$ cat src/rtl/aes_host_if.sv
// Host-side command front end for an AES core: gathers key/block words,
// sequences init/next pulses to the core and streams the 128-bit result back.
module aes_host_if #(
  parameter int unsigned DATA_W = 16
) (
  input  logic              clk,
  input  logic              reset,
  input  logic [2:0]        cmd,
  input  logic              cmd_valid,
  output logic              cmd_ready,
  input  logic [DATA_W-1:0] wdata,
  output logic [DATA_W-1:0] rd_data,
  output logic              rd_valid,
  input  logic              rd_ready,
  output logic [3:0]        status,
  output logic              core_init,
  output logic              core_next,
  output logic              core_encdec,
  output logic              core_keylen,
  output logic [255:0]      core_key,
  output logic [127:0]      core_block,
  input  logic              core_ready,
  input  logic              core_valid,
  input  logic [127:0]      core_result,
  output logic [1:0]        dbg_state
);

  if (DATA_W != 8 && DATA_W != 16 && DATA_W != 32) begin : g_bad_width
    $error("aes_host_if: DATA_W must be 8, 16 or 32");
  end

  localparam int KEY_WORDS = 256 / DATA_W;
  localparam int BLK_WORDS = 128 / DATA_W;
  localparam int KPW       = $clog2(KEY_WORDS);
  localparam int BPW       = $clog2(BLK_WORDS);

  localparam logic [2:0] CMD_NOP    = 3'd0;
  localparam logic [2:0] CMD_CFG    = 3'd1;
  localparam logic [2:0] CMD_KEYW   = 3'd2;
  localparam logic [2:0] CMD_BLKW   = 3'd3;
  localparam logic [2:0] CMD_INIT   = 3'd4;
  localparam logic [2:0] CMD_NEXT   = 3'd5;
  localparam logic [2:0] CMD_READ   = 3'd6;
  localparam logic [2:0] CMD_CLRERR = 3'd7;

  typedef enum logic [1:0] {
    S_IDLE    = 2'd0,
    S_KEY_EXP = 2'd1,
    S_CIPHER  = 2'd2,
    S_READOUT = 2'd3
  } state_t;

  state_t state_q, state_d;

  // Word 0 is the most significant slice; word p lives at slot ~p.
  logic [KEY_WORDS-1:0][DATA_W-1:0] key_q;
  logic [BLK_WORDS-1:0][DATA_W-1:0] blk_q;
  logic [BLK_WORDS-1:0][DATA_W-1:0] res_q;
  logic [KPW-1:0] kp_q;
  logic [BPW-1:0] bp_q;
  logic [BPW-1:0] rp_q;
  logic encdec_q, keylen_q, key_valid_q, res_avail_q, err_q;
  logic init_q, next_q;

  // Handshakes: a transfer happens on a rising edge where valid && ready;
  // cmd_ready is high only in IDLE, rd_valid only in READOUT, and rd_data
  // holds its value until the word is taken.
  logic acc, rd_fire, last_rd, key_done, ciph_done;

  assign acc       = cmd_valid && cmd_ready;
  assign rd_fire   = rd_valid && rd_ready;
  assign last_rd   = (rp_q == BPW'(BLK_WORDS - 1));
  assign key_done  = (state_q == S_KEY_EXP) && !init_q && core_ready;
  assign ciph_done = (state_q == S_CIPHER) && !next_q && core_valid;

  always_ff @(posedge clk or posedge reset) begin
    if (reset) state_q <= S_IDLE;
    else       state_q <= state_d;
  end

  always_comb begin
    state_d = state_q;
    case (state_q)
      S_IDLE: begin
        if (acc) begin
          case (cmd)
            CMD_INIT: state_d = S_KEY_EXP;
            CMD_NEXT: if (key_valid_q) state_d = S_CIPHER;
            CMD_READ: if (res_avail_q) state_d = S_READOUT;
            default:  state_d = S_IDLE;
          endcase
        end
      end
      S_KEY_EXP: if (key_done)  state_d = S_IDLE;
      S_CIPHER:  if (ciph_done) state_d = S_IDLE;
      S_READOUT: if (rd_fire && last_rd) state_d = S_IDLE;
      default:   state_d = S_IDLE;
    endcase
  end

  always_ff @(posedge clk or posedge reset) begin
    if (reset) begin
      key_q       <= '0;
      blk_q       <= '0;
      res_q       <= '0;
      kp_q        <= '0;
      bp_q        <= '0;
      rp_q        <= '0;
      encdec_q    <= 1'b0;
      keylen_q    <= 1'b0;
      key_valid_q <= 1'b0;
      res_avail_q <= 1'b0;
      err_q       <= 1'b0;
      init_q      <= 1'b0;
      next_q      <= 1'b0;
    end else begin
      init_q <= acc && (cmd == CMD_INIT);
      next_q <= acc && (cmd == CMD_NEXT) && key_valid_q;

      if (acc) begin
        case (cmd)
          CMD_CFG: begin
            encdec_q <= wdata[0];
            keylen_q <= wdata[1];
            kp_q     <= '0;
            bp_q     <= '0;
          end
          CMD_KEYW: begin
            key_q[~kp_q] <= wdata;
            kp_q         <= (kp_q == KPW'(KEY_WORDS - 1)) ? '0 : kp_q + KPW'(1);
            key_valid_q  <= 1'b0;
          end
          CMD_BLKW: begin
            blk_q[~bp_q] <= wdata;
            bp_q         <= (bp_q == BPW'(BLK_WORDS - 1)) ? '0 : bp_q + BPW'(1);
          end
          CMD_NEXT:   if (!key_valid_q) err_q <= 1'b1;
          CMD_READ: begin
            if (!res_avail_q) err_q <= 1'b1;
            rp_q <= '0;
          end
          CMD_CLRERR: err_q <= 1'b0;
          default: ;
        endcase
      end

      if (key_done) key_valid_q <= 1'b1;

      if (ciph_done) begin
        res_q       <= core_result;
        res_avail_q <= 1'b1;
      end

      if (rd_fire) begin
        if (last_rd) begin
          rp_q        <= '0;
          res_avail_q <= 1'b0;
        end else begin
          rp_q <= rp_q + BPW'(1);
        end
      end
    end
  end

  // Reset forces state to IDLE, so only cmd_ready needs explicit gating.
  assign cmd_ready   = (state_q == S_IDLE) && !reset;
  assign rd_valid    = (state_q == S_READOUT);
  assign rd_data     = rd_valid ? res_q[~rp_q] : '0;
  assign status      = {err_q, res_avail_q, key_valid_q, state_q != S_IDLE};
  assign core_init   = init_q;
  assign core_next   = next_q;
  assign core_encdec = encdec_q;
  assign core_keylen = keylen_q;
  assign core_key    = key_q;
  assign core_block  = blk_q;
  assign dbg_state   = state_q;

endmodule

$ cat config.mk
export PLATFORM = sky130hd
export DESIGN_NAME = aes_host_if
export DESIGN_NICKNAME = d
export VERILOG_FILES = /design/src/rtl/aes_host_if.sv
export SDC_FILE = /design/constraint.sdc
export NUM_CORES = 1
export LEC_CHECK = 0
export CORE_ASPECT_RATIO = 0.6
export CORE_MARGIN = 5
export CORE_UTILIZATION = 49
export CTS_CLUSTER_SIZE = 20
export DETAILED_ROUTE_END_ITERATION = 16
export PLACE_DENSITY = 0.91
export SLEW_MARGIN = 10
export SYNTH_ARGS = -nofsm -noshare
export SYNTH_HDL_FRONTEND = slang
export SYNTH_SLANG_ARGS = --single-unit
$ cat constraint.sdc
create_clock -name clk -period 26.8 [get_ports clk]
set_input_delay 5.36 -clock clk [delete_from_list [all_inputs] [get_ports clk]]
set_output_delay 5.36 -clock clk [all_outputs]
set_load 0.1 [all_outputs]
---- After elaboration in Yosys (flattened, before gate mapping) ----
Index checks and enable logic that the tools add are counted.
word-level totals
  register bits after elaboration ......... 531
  input bits .............................. 153
  output and inout bits ................... 412
  logic and storage cells ................. 143
cells by class
  add/subtract/negate cells ............... 3
  $lt $le $gt $ge ......................... 5
  equality and inequality tests ........... 21
  mux-type cells .......................... 34
  bitwise gates (word level) .............. 3
  reduce and logical (&&, ||, !) cells .... 34
operators by type and width
  cell                                                                   number
  256-bit bitwise mux                                                    1
  128-bit bitwise mux                                                    1
  16-bit demux with 4-bit select                                         1
  16-bit two-way mux                                                     4
  16-bit binary-select mux with 3-bit select                             1
  16-bit demux with 3-bit select                                         1
  3-bit equality test, second input constant                             6
  3-bit two-way mux                                                      5
  2-bit AND reduction                                                    7
  2-bit nonzero test                                                     7
  1-bit logical AND                                                      13
  2-bit two-way mux                                                      6
  2-bit != test, second input constant                                   5
  3-bit by 4-bit < comparator with 1-bit output, second input constant   2
  1-bit two-way mux                                                      8
  2-bit case mux with 4 select lines                                     1
  4-bit case mux with 2 select lines                                     1
  3-bit by 1-bit adder with 3-bit output, second input constant          2
  3-bit by 2-bit equality test with 1-bit output, second input constant  2
  3-bit != test, second input constant                                   2
  3-bit inverter                                                         2
  2-bit case mux with 3 select lines                                     1
  3-bit case mux with 2 select lines                                     1
  6-bit AND reduction                                                    1
  16 further kinds                                                       19

---- Logic depth before layout (Yosys ltp) ----
  depth after elaboration ................. 6
  depth in mapped cells ................... 7

---- Worst setup path after synthesis ----
No wires, ideal clock.
  kind .................................... input to output
  from .................................... input port reset
  to ...................................... output port cmd_ready
  data arrival time ....................... 6.613 ns
  setup slack ............................. 14.827 ns
  stages on the path ...................... 1
  path buffers ............................ 0
  cell sequence ........................... nor2_1
between the ends
  word-level cells in the longest chain between the ends .. 2
RTL lines
  element            RTL line  RTL
  start, declared    7         input logic reset,
  1-bit logical NOT  166       assign cmd_ready = (state_q == S_IDLE) && !reset;
  1-bit logical AND  166
  end, declared      10        output logic cmd_ready,
Every way passes these cells.

---- Final worst setup path ----
Ends and elaborated chain as after synthesis.

==> metrics.csv <==
stage;metric;value;unit
logic_synthesis;Synth top area share;62.0;%
placed_design;placed cell area;27600;sq um
sta;RSZ-0062 raised after global routing;false;
logic_synthesis;post-synthesis xor/xnor area fraction;0.0409;%
min_path;Hold Path Class;flip-flop to flip-flop;
worst_setup_path;Worst Setup Path Type;primary input to output port;
power_and_ir_drop;Pleak;13.6;nW
clock_tree;CTS resizes;0;
grt;total grt overflow;0;
floorplanning;top-level I/O count;565;
grt;vias in the first global route;15400;
grt;Global Route met1 Usage;35.2;%
clock_tree;Root Buffer;clkbuf_16;
finish;area grow syn2layout;36.3;%
detailed_routing;Final ANT Viol Nets;0;
worst_setup_path;Crit Path Max Fanout;4;
logic_synthesis;net count after synthesis;1494;
grt;first-pass GRT wire length;99400;um
worst_setup_path;critical path endpoint category;output port;
logic_synthesis;largest family of logic cells by synthesized area;multiplexers;
placed_design;routability congestion estimate from global placement;0.872;
floorplanning;Die ar.;48200;sq um
placed_design;hpwl dp;46600;um
worst_setup_path;Crit-path slowest cell;clkdlybuf4s50_1;
logic_synthesis;Post-Syn Area;21400;sq um
clock_tree;hold buffers post-CTS;0;
logic_synthesis;post-synthesis adder-cell area fraction;0.467;%
worst_setup_path;nature of the critical path startpoint;primary input;
floorplanning;core area;43300;sq um
grt;largest net degree at the start of global routing;133;
worst_setup_path;most frequent CP cell;clkdlybuf4s50_1;
sta;final hold vios;0;
detailed_routing;drt wl/cell;26.8;um
finish;design area;29200;sq um
detailed_routing;Initial DRC Count;861;
sta;Worst-Margin Slew;1.29;ns
logic_synthesis;Synth Area in Compound Gates;0.846;%
logic_synthesis;Synth area leaders;dfrtp_1 (62%), mux2_2 (26%), mux4_2 (3.4%);
outcome;status;completed;
sta;fin crit share;47.1;%
finish;layout cells sized above 1;35.3;%
power_and_ir_drop;pwr/cell area;92.4;nW/um^2
logic_synthesis;area leader, netlist;dfrtp_1;
logic_synthesis;Seq/Total Area, Yosys;62.0;%
placed_design;Port Buffers;564;
grt;total global-route track usage;27.2;%
finish;fill count;2891;
finish;# diodes;0;
detailed_routing;DRT Pass-1 Iters;4;
clock_tree;H-Tree Depth;2;
sta;min Tclk post-route;12.61;ns
power_and_ir_drop;total chip power;2.70;mW
worst_setup_path;CP peak stage delay;1.14;ns
logic_synthesis;Avg Inst Size Synth;16.1;sq um
floorplanning;Die Y-Extent;172;um
finish;nets@finish;2034;
worst_setup_path;Buf+Inv Stages, Crit Path;2;
worst_setup_path;Crit path max-delay family;buffers and inverters;
grt;met3 Usage GRT;7.41;%
floorplanning;Die Width;280;um
sta;Max-slew headroom;14.0;%
sta;Max Transition Viols Final;0;
detailed_routing;Post-Route WL;66900;um
grt;GRT met2 Usage;44.5;%
logic_synthesis;Synth Instances;1333;
logic_synthesis;post-synth cell types;47;
detailed_routing;via/cell ratio;5.62;
clock_tree;CTS max path bufs;3;
clock_tree;Clock transition at path regs;0.07;ns
grt;antenna violations before repair;0;
floorplanning;num rows;59;
clock_tree;Inserted Clock Buffers;49;
clock_tree;Post CTS Setup Buffer Count;0;
power_and_ir_drop;maximum vdd ir drop;73.3;uV
sta;Finish-stage setup viols;0;
floorplanning;Initial Utilization;49.6;%
logic_synthesis;mux cell area share after synthesis;31.3;%
worst_setup_path;worst endpoint data arrival time;7.25;ns
detailed_routing;via count;14000;
grt;busiest grt layer;met2;
logic_synthesis;Post-Synth Simple-Gate Area;2.94;%
sta;clock skew;0.0305;ns
clock_tree;TritonCTS clock tree;yes;
logic_synthesis;synthesized flop and latch total;531;
clock_tree;clk sinks;531;
sta;setup tns final;0;ns
sta;fmax;79.3;MHz
detailed_routing;Post-route DRC;0;
flow_run;Maximum Capacitance Violations;0;
clock_tree;Clock Latency Late Sink;0.59;ns
logic_synthesis;synth warn;0;
worst_setup_path;Crit path required time;21.44;ns
worst_setup_path;critical path, cell by cell;clkdlybuf4s50_1 > nor2_1 > clkdlybuf4s50_1;
-- placed cells by master (no fill, tap or decap), types with 12 or more instances in the layout --
| cell | n |
|---|---|
| clkbuf_8 | 17 |
| mux2i_1 | 16 |
| nand2_1 | 12 |
| clkbuf_16 | 49 |
| clkdlybuf4s50_1 | 564 |
| mux4_2 | 32 |
| nor2_1 | 20 |
| dfrtp_1 | 529 |
| buf_4 | 27 |
| mux2_2 | 504 |
-- layer usage --
layer  share of wire [%]  vias to the layer above
met5                   0                        -
met4                 4.7                        0
met3                 6.9                      184
met2                  49                      552
li1                    -                     5863
met1                  40                     7400
-- state kept, by name (all words and copies together), names as in the netlist --
name	flops
dbg_state	2
res_avail_q	1
core_keylen	1
key_valid_q	1
res_q	128
core_key	256
core_encdec	1
kp_q	4
core_next	1
core_init	1
rp_q	3
bp_q	3
err_q	1
core_block	128
-- worst register-to-register path, stage by stage (launching register included) --
cell     delay (ns)
dfrtp_1        0.54
nor4b_2        0.39
buf_4          0.39
nand4_1        1.08
mux2_2         0.68
-- final timing paths --
path / start / cells past startpoint / endpoint / slack (ns)
worst max-delay path: reset / 3 / cmd_ready / 14.19
worst min-delay path: core_key[202]$_DFFE_PP0P_ / 1 / core_key[202]$_DFFE_PP0P_ / 0.50
worst max register to register: dbg_state[0]$_DFFE_PP0P_ / 4 / core_key[90]$_DFFE_PP0P_ / 23.60
worst min register to register: core_key[202]$_DFFE_PP0P_ / 1 / core_key[202]$_DFFE_PP0P_ / 0.50
max in group asynchronous: reset / 4 / core_block[0]$_DFFE_PP0P_ / 18.83
min in group asynchronous: reset / 2 / res_q[26]$_DFFE_PP0P_ / 5.52
-- kinds of logic (layout without fill, tap and decap cells) --
| kind of cell | count (synthesis) | in the layout |
|---|---|---|
| mux | 562 | 562 |
| flops | 531 | 531 |
| buf+inv | 114 | 695 |
| simple gates | 90 | 90 |
| compound gates | 27 | 27 |
| fa+ha+maj | 8 | 8 |
| xor+xnor | 1 | 1 |
-- through the flow --
stage	instances	hold WS, ns	worst slack, ns	utilization (%)
after floorplan	1333	0.475	6.60	-
after global placement	2401	0.486	14.16	63.7
after detailed placement	2401	0.491	14.19	63.7
after CTS	2493	0.506	14.19	67.5
after global routing	2493	0.513	14.12	67.5
final	2493	0.505	14.19	67.5
-- synth_stat cells (all sizes together) --
cell type / count
and3: 1
nor3: 5
or4b: 1
nor4b: 3
nor3b: 2
nand2: 12
ha: 8
mux2i: 16
a21oi: 1
xnor2: 1
nor2b: 4
mux2: 514
o22ai: 2
or3: 1
or4: 2
inv: 12
a31oi: 2
nor4: 2
o31ai: 5
nor2: 20
a22oi: 1
nand3b: 1
o21ai: 9
a21o: 1
dfrtp: 531
mux4: 32
nand4: 17
nor4bb: 3
a32o: 2
nand2b: 2
o311ai: 3
nand4b: 4
clkbuf: 64
buf: 38
and2: 2
nand3: 7
o211ai: 1
or2: 1
-- layout make-up --
cell class                      instances  area [sq um]  area share (%)
Clock buffer                           77          1500            5.14
Clock inverter                         15           143           0.488
Inverter                               12          52.6           0.180
Multi-Input combinational cell        688          7650            26.2
Sequential cell                       531         13300            45.5
Tap cell                              579           724            2.48
Timing Repair Buffer                  591          5850            20.0
-- power breakdown --
part / leakage (nW) / internal (mW) / switching (mW)
logic: 5.56 / 0.286 / 0.641
registers: 7.18 / 0.962 / 0.0973
clock network: 0.814 / 0.398 / 0.313
No activity file was read; power rests on OpenSTA's default activity.
